--- config.mk ---
export PLATFORM = sky130hd
export DESIGN_NAME = id_ctrl_pipe
export DESIGN_NICKNAME = d
export VERILOG_FILES = /design/src/rtl/id_ctrl_pipe.sv
export SDC_FILE = /design/constraint.sdc
export NUM_CORES = 1
export LEC_CHECK = 0
export BUFFER_PORTS_ARGS = -buffer_cell sky130_fd_sc_hd__buf_2
export CAP_MARGIN = 25
export CORE_UTILIZATION = 49
export DETAILED_ROUTE_END_ITERATION = 8
export PLACE_DENSITY = 0.78
export SKIP_CTS_REPAIR_TIMING = 1
export SLEW_MARGIN = 15
export SYNTH_ARGS = -nofsm -noshare
export SYNTH_HDL_FRONTEND = slang
export SYNTH_SLANG_ARGS = --single-unit
--- constraint.sdc ---
create_clock -name clk -period 3.5 [get_ports clk]
set_clock_uncertainty 0.15 [all_clocks]
set_input_delay 0.7 -clock clk [delete_from_list [all_inputs] [get_ports clk]]
set_output_delay 0.7 -clock clk [all_outputs]
set_load 0.005 [all_outputs]
--- src/rtl/id_ctrl_pipe.sv ---
// ID-stage decode/control for a 5-stage MIPS pipeline: decodes the opcode into a
// control bundle, carries it through EX/MEM/WB, and handles load-use stalls and branch flushes.
module id_ctrl_pipe #(
  parameter int REG_W   = 5,
  parameter int ALUOP_W = 3,
  parameter bit EXT_EN  = 1'b1,
  parameter int CNT_W   = 16,
  localparam int CTRL_W = ALUOP_W + 7
) (
  input  logic              clk,
  input  logic              reset_n,
  input  logic              id_valid,
  input  logic [5:0]        id_opcode,
  input  logic [REG_W-1:0]  id_rs,
  input  logic [REG_W-1:0]  id_rt,
  input  logic [REG_W-1:0]  id_rd,
  input  logic              ex_branch_taken,
  output logic              ex_valid,
  output logic [CTRL_W-1:0] ex_ctrl,
  output logic [REG_W-1:0]  ex_dst,
  output logic              mem_valid,
  output logic [CTRL_W-1:0] mem_ctrl,
  output logic [REG_W-1:0]  mem_dst,
  output logic              wb_valid,
  output logic [CTRL_W-1:0] wb_ctrl,
  output logic [REG_W-1:0]  wb_dst,
  output logic              stall,
  output logic              flush,
  output logic              illegal_op,
  output logic [CNT_W-1:0]  stall_count
);

  typedef struct packed {
    logic               branch_ne;
    logic               branch;
    logic               mem_to_reg;
    logic               mem_read;
    logic               mem_write;
    logic               alu_src;
    logic               reg_write;
    logic [ALUOP_W-1:0] alu_op;
  } ctrl_t;

  typedef struct packed {
    logic             valid;
    ctrl_t            ctrl;
    logic [REG_W-1:0] dst;
  } stage_t;

  localparam logic [5:0] OP_RTYPE = 6'b000000;
  localparam logic [5:0] OP_ADDI  = 6'b001000;
  localparam logic [5:0] OP_LW    = 6'b100011;
  localparam logic [5:0] OP_LH    = 6'b100001;
  localparam logic [5:0] OP_LHU   = 6'b100101;
  localparam logic [5:0] OP_SW    = 6'b101011;
  localparam logic [5:0] OP_BEQ   = 6'b000100;
  localparam logic [5:0] OP_BNE   = 6'b000101;
  localparam logic [5:0] OP_ANDI  = 6'b001100;
  localparam logic [5:0] OP_ORI   = 6'b001101;
  localparam logic [5:0] OP_SLTI  = 6'b001010;

  ctrl_t            dec_ctrl;
  logic [REG_W-1:0] dec_dst;
  logic             dec_legal;
  logic             dec_rt_use;
  logic             hz;

  stage_t           ex_q, ex_d;
  stage_t           mem_q, mem_d;
  stage_t           wb_q, wb_d;
  logic [CNT_W-1:0] cnt_q, cnt_d;
  logic             ill_q, ill_d;

  // NOTE: every variable gets a default at the top of the block so no path leaves it unassigned (no latch).
  always_comb begin
    dec_ctrl   = '0;
    dec_dst    = '0;
    dec_legal  = 1'b1;
    dec_rt_use = 1'b0;
    unique case (id_opcode)
      OP_RTYPE: begin
        dec_ctrl.reg_write = 1'b1;
        dec_ctrl.alu_op    = ALUOP_W'(3'b100);
        dec_dst            = id_rd;
        dec_rt_use         = 1'b1;
      end
      OP_ADDI: begin
        dec_ctrl.reg_write = 1'b1;
        dec_ctrl.alu_src   = 1'b1;
        dec_dst            = id_rt;
      end
      OP_LW, OP_LH, OP_LHU: begin
        dec_ctrl.reg_write  = 1'b1;
        dec_ctrl.alu_src    = 1'b1;
        dec_ctrl.mem_read   = 1'b1;
        dec_ctrl.mem_to_reg = 1'b1;
        dec_dst             = id_rt;
      end
      OP_SW: begin
        dec_ctrl.alu_src   = 1'b1;
        dec_ctrl.mem_write = 1'b1;
        dec_rt_use         = 1'b1;
      end
      OP_BEQ: begin
        dec_ctrl.branch = 1'b1;
        dec_ctrl.alu_op = ALUOP_W'(3'b001);
        dec_rt_use      = 1'b1;
      end
      OP_BNE: begin
        if (EXT_EN) begin
          dec_ctrl.branch    = 1'b1;
          dec_ctrl.branch_ne = 1'b1;
          dec_ctrl.alu_op    = ALUOP_W'(3'b001);
          dec_rt_use         = 1'b1;
        end else begin
          dec_legal = 1'b0;
        end
      end
      OP_ANDI: begin
        dec_ctrl.reg_write = 1'b1;
        dec_ctrl.alu_src   = 1'b1;
        dec_ctrl.alu_op    = ALUOP_W'(3'b011);
        dec_dst            = id_rt;
      end
      OP_ORI: begin
        dec_ctrl.reg_write = 1'b1;
        dec_ctrl.alu_src   = 1'b1;
        dec_ctrl.alu_op    = ALUOP_W'(3'b010);
        dec_dst            = id_rt;
      end
      OP_SLTI: begin
        if (EXT_EN) begin
          dec_ctrl.reg_write = 1'b1;
          dec_ctrl.alu_src   = 1'b1;
          dec_ctrl.alu_op    = ALUOP_W'(3'b101);
          dec_dst            = id_rt;
        end else begin
          dec_legal = 1'b0;
        end
      end
      default: dec_legal = 1'b0;
    endcase
    // Writes to $zero are architecturally discarded, so drop them at the source.
    if (dec_dst == '0) dec_ctrl.reg_write = 1'b0;
  end

  assign hz = ex_q.valid && ex_q.ctrl.mem_read && (ex_q.dst != '0) && id_valid &&
              ((ex_q.dst == id_rs) || (dec_rt_use && (ex_q.dst == id_rt)));
  assign flush = ex_branch_taken;
  assign stall = hz && !ex_branch_taken;

  always_comb begin
    ex_d = '0;
    if (id_valid && dec_legal && !flush && !stall) begin
      ex_d.valid = 1'b1;
      ex_d.ctrl  = dec_ctrl;
      ex_d.dst   = dec_dst;
    end
    mem_d = ex_q;
    wb_d  = mem_q;
    cnt_d = (stall && (cnt_q != '1)) ? cnt_q + 1'b1 : cnt_q;
    ill_d = id_valid && !dec_legal && !flush && !stall;
  end

  // NOTE: state updates use non-blocking assignments; reset is sampled synchronously on the clock edge.
  always_ff @(posedge clk) begin
    if (!reset_n) begin
      ex_q  <= '0;
      mem_q <= '0;
      wb_q  <= '0;
      cnt_q <= '0;
      ill_q <= 1'b0;
    end else begin
      ex_q  <= ex_d;
      mem_q <= mem_d;
      wb_q  <= wb_d;
      cnt_q <= cnt_d;
      ill_q <= ill_d;
    end
  end

  assign ex_valid    = ex_q.valid;
  assign ex_ctrl     = ex_q.ctrl;
  assign ex_dst      = ex_q.dst;
  assign mem_valid   = mem_q.valid;
  assign mem_ctrl    = mem_q.ctrl;
  assign mem_dst     = mem_q.dst;
  assign wb_valid    = wb_q.valid;
  assign wb_ctrl     = wb_q.ctrl;
  assign wb_dst      = wb_q.dst;
  assign illegal_op  = ill_q;
  assign stall_count = cnt_q;

endmodule

After elaboration in Yosys (flattened, before gate mapping)
Index checks and enable logic that the tools add are counted.
Word-level totals
  flip-flop bits (word level): 65
  latch bits: 0
  memory bits (writable): 0
  memory bits (read-only): 0
  bits of input ports: 25
  output and inout port bits: 67
  word-level logic and storage cells: 89
  memories kept: 0
Cells by class
  add/sub/neg operators: 1
  multipliers: 0
  div/mod/pow operators: 0
  $lt $le $gt $ge: 0
  equal/unequal tests: 13
  shifts and indexed selects: 0
  multiplexer cells: 12
  bitwise gates (word level): 2
  reduce and logical (&&, ||, !) cells: 29
Operator list (number)
  6-bit by 4-bit == test with 1-bit output, second input constant: 4
  6-bit == test, second input constant: 4
  16-bit by 1-bit adder with 16-bit output, second input constant: 1
  16-bit 2-to-1 mux: 1
  16-bit inequality test, second input constant: 1
  8-bit OR reduction: 2
  3-bit one-hot mux with 5 select lines: 1
  1-bit logical AND: 13
  6-bit by 3-bit == test with 1-bit output, second input constant: 2
  11-bit OR reduction: 1
  5-bit == test: 2
  5-bit one-hot mux with 2 select lines: 1
  1-bit 2-to-1 mux: 8
  7-bit OR reduction: 1
  6-bit zero test: 1
  3-bit OR reduction: 2
  5-bit zero test: 1
  5-bit nonzero test: 1
  4-bit OR reduction: 1
  1-bit zero test: 3
  2-bit 2-to-1 mux: 1
  1-bit NOT: 2
  2-bit AND reduction: 1
  2-bit OR reduction: 1
  1-bit logical OR: 1

Longest topological paths before layout
  word-level depth: 11
  gate-level depth with buffers: 8
  gate-level depth less buffers: 7

Worst setup path after synthesis
OpenSTA, ideal clock, no wires.
  kind: input port to output port
  from: input port id_valid
  to: output port stall
  arrival time: 1.578 ns
  setup slack: 1.072 ns
  stages: 5
  buffers on the path: 0
  cell sequence: nor2b_1 o2111a_1 nand4_1 and2_4 inv_2
On the way
  cells in the longest elaborated chain, start to end: 3
RTL lines
  start: declaration: RTL line 12  | input logic id_valid,
  1-bit logical AND (2 in a row): RTL line 147  | assign hz = ex_q.valid && ex_q.ctrl.mem_read && (ex_q.dst != '0) && id_valid &&
  1-bit logical AND: RTL line 150  | assign stall = hz && !ex_branch_taken;
  end: declaration: RTL line 27  | output logic stall,
Every way passes these cells.

Worst setup path after layout
  from: register ex_q (netlist bit ex_dst[1])
  to: output port stall
On the way
  cells in the longest elaborated chain, start to end: 5
  elaborated cells on any way between the ends: 9
  those cells by class: eq/ne: 2; reduce/logical: 7
RTL lines
  start: declaration: RTL line 68  | stage_t ex_q, ex_d;
  start signal: assignment: RTL line 168  | ex_q <= '0;
  start signal: assignment: RTL line 174  | ex_q <= ex_d;
  5-bit == test / 5-bit nonzero test (equally long branches): RTL line 148, 147
  1-bit logical AND, on equally long branches: RTL line 148, 147
  1-bit logical OR / 1-bit logical AND (equally long branches): RTL line 148, 147
  1-bit logical AND (*): RTL line 147
  1-bit logical AND (*): RTL line 150
Mark *: on every way between the ends. The rest lies on a longest branch, timed or not.

==> flow_summary_export.csv <==
group,metric,value,unit
route,met2_length,2425,um
place,dpl.cell_count,409,
worst_hold_path,holdCritPathClass,"flop to flop",
critical_path,cp.required,2.65,ns
cells_and_area,final_common_cell,"buf_2",
critical_path,rrSetupSlack,1.09,ns
place,port_buffers,91,
synth,async_flop_share,0,%
route,wl_met1,2545,um
pwr,p_total,1.368,mW
route,wire_per_inst,12.75,um
critical_path,critPathKind,"flop to output pin",
sta,relSlewSlack,58.09,%
route,dr.pass1.iters,6,
synth,syn_nets,291,
clock_tree,path_clk_slew,0.07,ns
synth,yosysUniqueCellTypes,43,
global_routing,antenna_found_initial,0,
clock_tree,cts.path.max_buffers,2,
critical_path,rr_startpoint,"ex_dst[1]",
pwr,peakVddDrop,0.2824,mV
synth,syn_area_per_cell,9.443,um2
global_routing,grt_pass1_vias,1830,
die,floorplan.initialDensity,51.95,%
route,avgViaCountPerCell,5.040,
sta,fmax,0.3334,GHz
place,gp_congestion,0.8209,
sta,post-route-period-util,85.70,%
place,pre_cts_ws,0.6326,ns
die,fp.coreArea,0.004817,mm2
die,die_h,73.46,um
critical_path,crit_fanout,13,
route,vias,2137,
pwr,p_leak,1.499,nW
flow_run,maxCapViolations,0,
global_routing,grt_pass1_wl,8590,um
sta,worst_slack,0.5006,ns
cells_and_area,n_fill_cell,417,
place,place_hpwl,4010,um
clock_tree,cts_tree,"built",
clock_tree,clkLatencyLatePin,0.32,ns
clock_tree,htreeDepth,3,
synth,syn_inst,265,
sta,final_max_slew_viol_count,0,
cells_and_area,nets,379,
cells_and_area,final_cell_mix,"91 x buf_2, 62 x dfxtp_1, 32 x and2_1",
route,drtIter0Drc,111,
sta,setup_violations,0,
critical_path,worst_r2r_endpoint,"ex_ctrl[7]",
worst_hold_path,hold_path_depth,1,
global_routing,grt.overflow.total,0,
sta,setup_tns,0,ns
route,wl_met3,383,um
die,dieArea,0.005396,mm2
cells_and_area,drive_above_1_share,31.37,%
clock_tree,clock-sinks,62,
die,num_rows,25,
sta,period_needed,2.999,ns
critical_path,r2r_cells,6,
route,drcViolationCount,0,
die,die_x,73.46,um
critical_path,cp-end-kind,"output pin",
cells_and_area,fin_cells,424,
critical_path,crit_path_start_kind,"flop",
critical_path,cp.arrival,2.15,ns
sta,worst_slew_pin_slew,0.6263,ns
global_routing,grt_max_degree,37,
pwr,p_per_area,433.7,mW/mm2
worst_hold_path,hold_path.startpoint,"mem_ctrl[5]",
synth,synth_edf_count,0,
synth,synth_area,0.002502,mm2
die,io_pins,92,
clock_tree,numCtsBuffers,9,
status,outcome,"finished clean",
global_routing,track_usage,21.17,%
synth,yosysSeqAreaShare,49.60,%
synth,synth_top_flop_cell,"dfxtp_1",
sta,hold_violations,0,
cells_and_area,syn2layout_area_growth,26.05,%
route,highest_layer,"met4",
worst_hold_path,hold_end,"wb_ctrl[5]",
cells_and_area,diodes,0,
synth,synth_seq_cells,62,
route,wirelength,5404,um
sta,rsz0062_at_grt,"no",
clock_tree,cts_root_buf,"clkbuf_8",
route,ant_nets,0,
synth,ys_warn_count,0,
==> cells in the mapped netlist (all sizes together), types with 3 or more instances <==
cell type	instances	share of area, %
nand2b	15	3.8
xor2	8	2.8
clkbuf	7	1.1
xnor2	3	1.1
nand2	22	3.3
a21oi	8	1.6
mux2i	12	4.8
dfxtp	62	50
or4	3	0.90
nor3	13	2.8
and3	5	1.3
o21ai	6	1.2
a22oi	6	1.8
nand4	5	1.8
nor2	15	2.2
nand3	5	1.0
nor4	5	1.3
inv	6	0.90
and2	33	8.3
buf	8	2.3
==> power breakdown <==
part / internal (mW) / switching (mW) / total, mW / leakage, nW
logic: 0.0256 / 0.0381 / 0.0637 / 0.905
clock network: 0.342 / 0.255 / 0.597 / 0.0952
registers: 0.707 / 0.000663 / 0.707 / 0.499
==> registers in the layout, indices dropped and copies added (netlist names) <==
name         cells
ex_dst           5
wb_dst           5
illegal_op       1
mem_dst          5
mem_ctrl         9
ex_ctrl          9
wb_ctrl          9
mem_valid        1
ex_valid         1
wb_valid         1
stall_count     16
==> cell type report <==
cell class	instances	area, um2	area share [%]
timing repair buffer	92	462.9	14.68
sequential	62	1241	39.35
multi-input combinational	182	1155	36.61
inverter	6	22.52	0.7140
clock inverter	4	47.55	1.507
clock buffer	11	141.4	4.482
tap	67	83.83	2.658
==> cell families (layout without fill, tap and decap cells) <==
kind of cell | after synthesis | in the layout | synth area share, %
compound gates | 27 | 27 | 6.900
xor+xnor | 11 | 11 | 3.850
buf+inv | 21 | 113 | 4.250
flops | 62 | 62 | 49.60
mux | 12 | 12 | 4.800
simple gates | 131 | 131 | 30.10
fa+ha+maj | 1 | 1 | 0.4999
==> per-layer routing <==
metal | global-route usage [%] | vias up
li1 | - | 1078
met1 | 28.23 | 966
met2 | 31.91 | 89
met3 | 5.898 | 4
met4 | 9.402 | 0
met5 | 0 | -
==> how the worst max path moves through the flow <==
stage	endpoint	from	slack, ns	depth (start not counted)
finish	stall	ex_dst[1]	0.50	6
global route	stall	ex_dst[1]	0.41	6
CTS	stall	ex_dst[1]	0.50	6
detailed placement	stall	ex_branch_taken	0.63	7
global placement	stall	id_rt[3]	0.67	7
floorplan	stall	id_valid	1.07	5
==> worst max-delay path, cell delays in order, from the launching register on <==
cell and delay, ns:
dfxtp_1 0.39, or4_1 0.54, o2111a_1 0.28, nand4_1 0.11, and2_4 0.26, inv_2 0.10, buf_2 0.14
==> through the flow <==
stage	area, um2	hold slack (ns)	utilization [%]
global route	3154	0.3222	65.48
detailed placement	2965	0.2913	61.56
finish	3154	0.3054	65.48
global placement	2965	0.2884	61.56
CTS	3154	0.3098	65.48
floorplan	2502	0.3086	-
(Power assumes the default switching activity.)
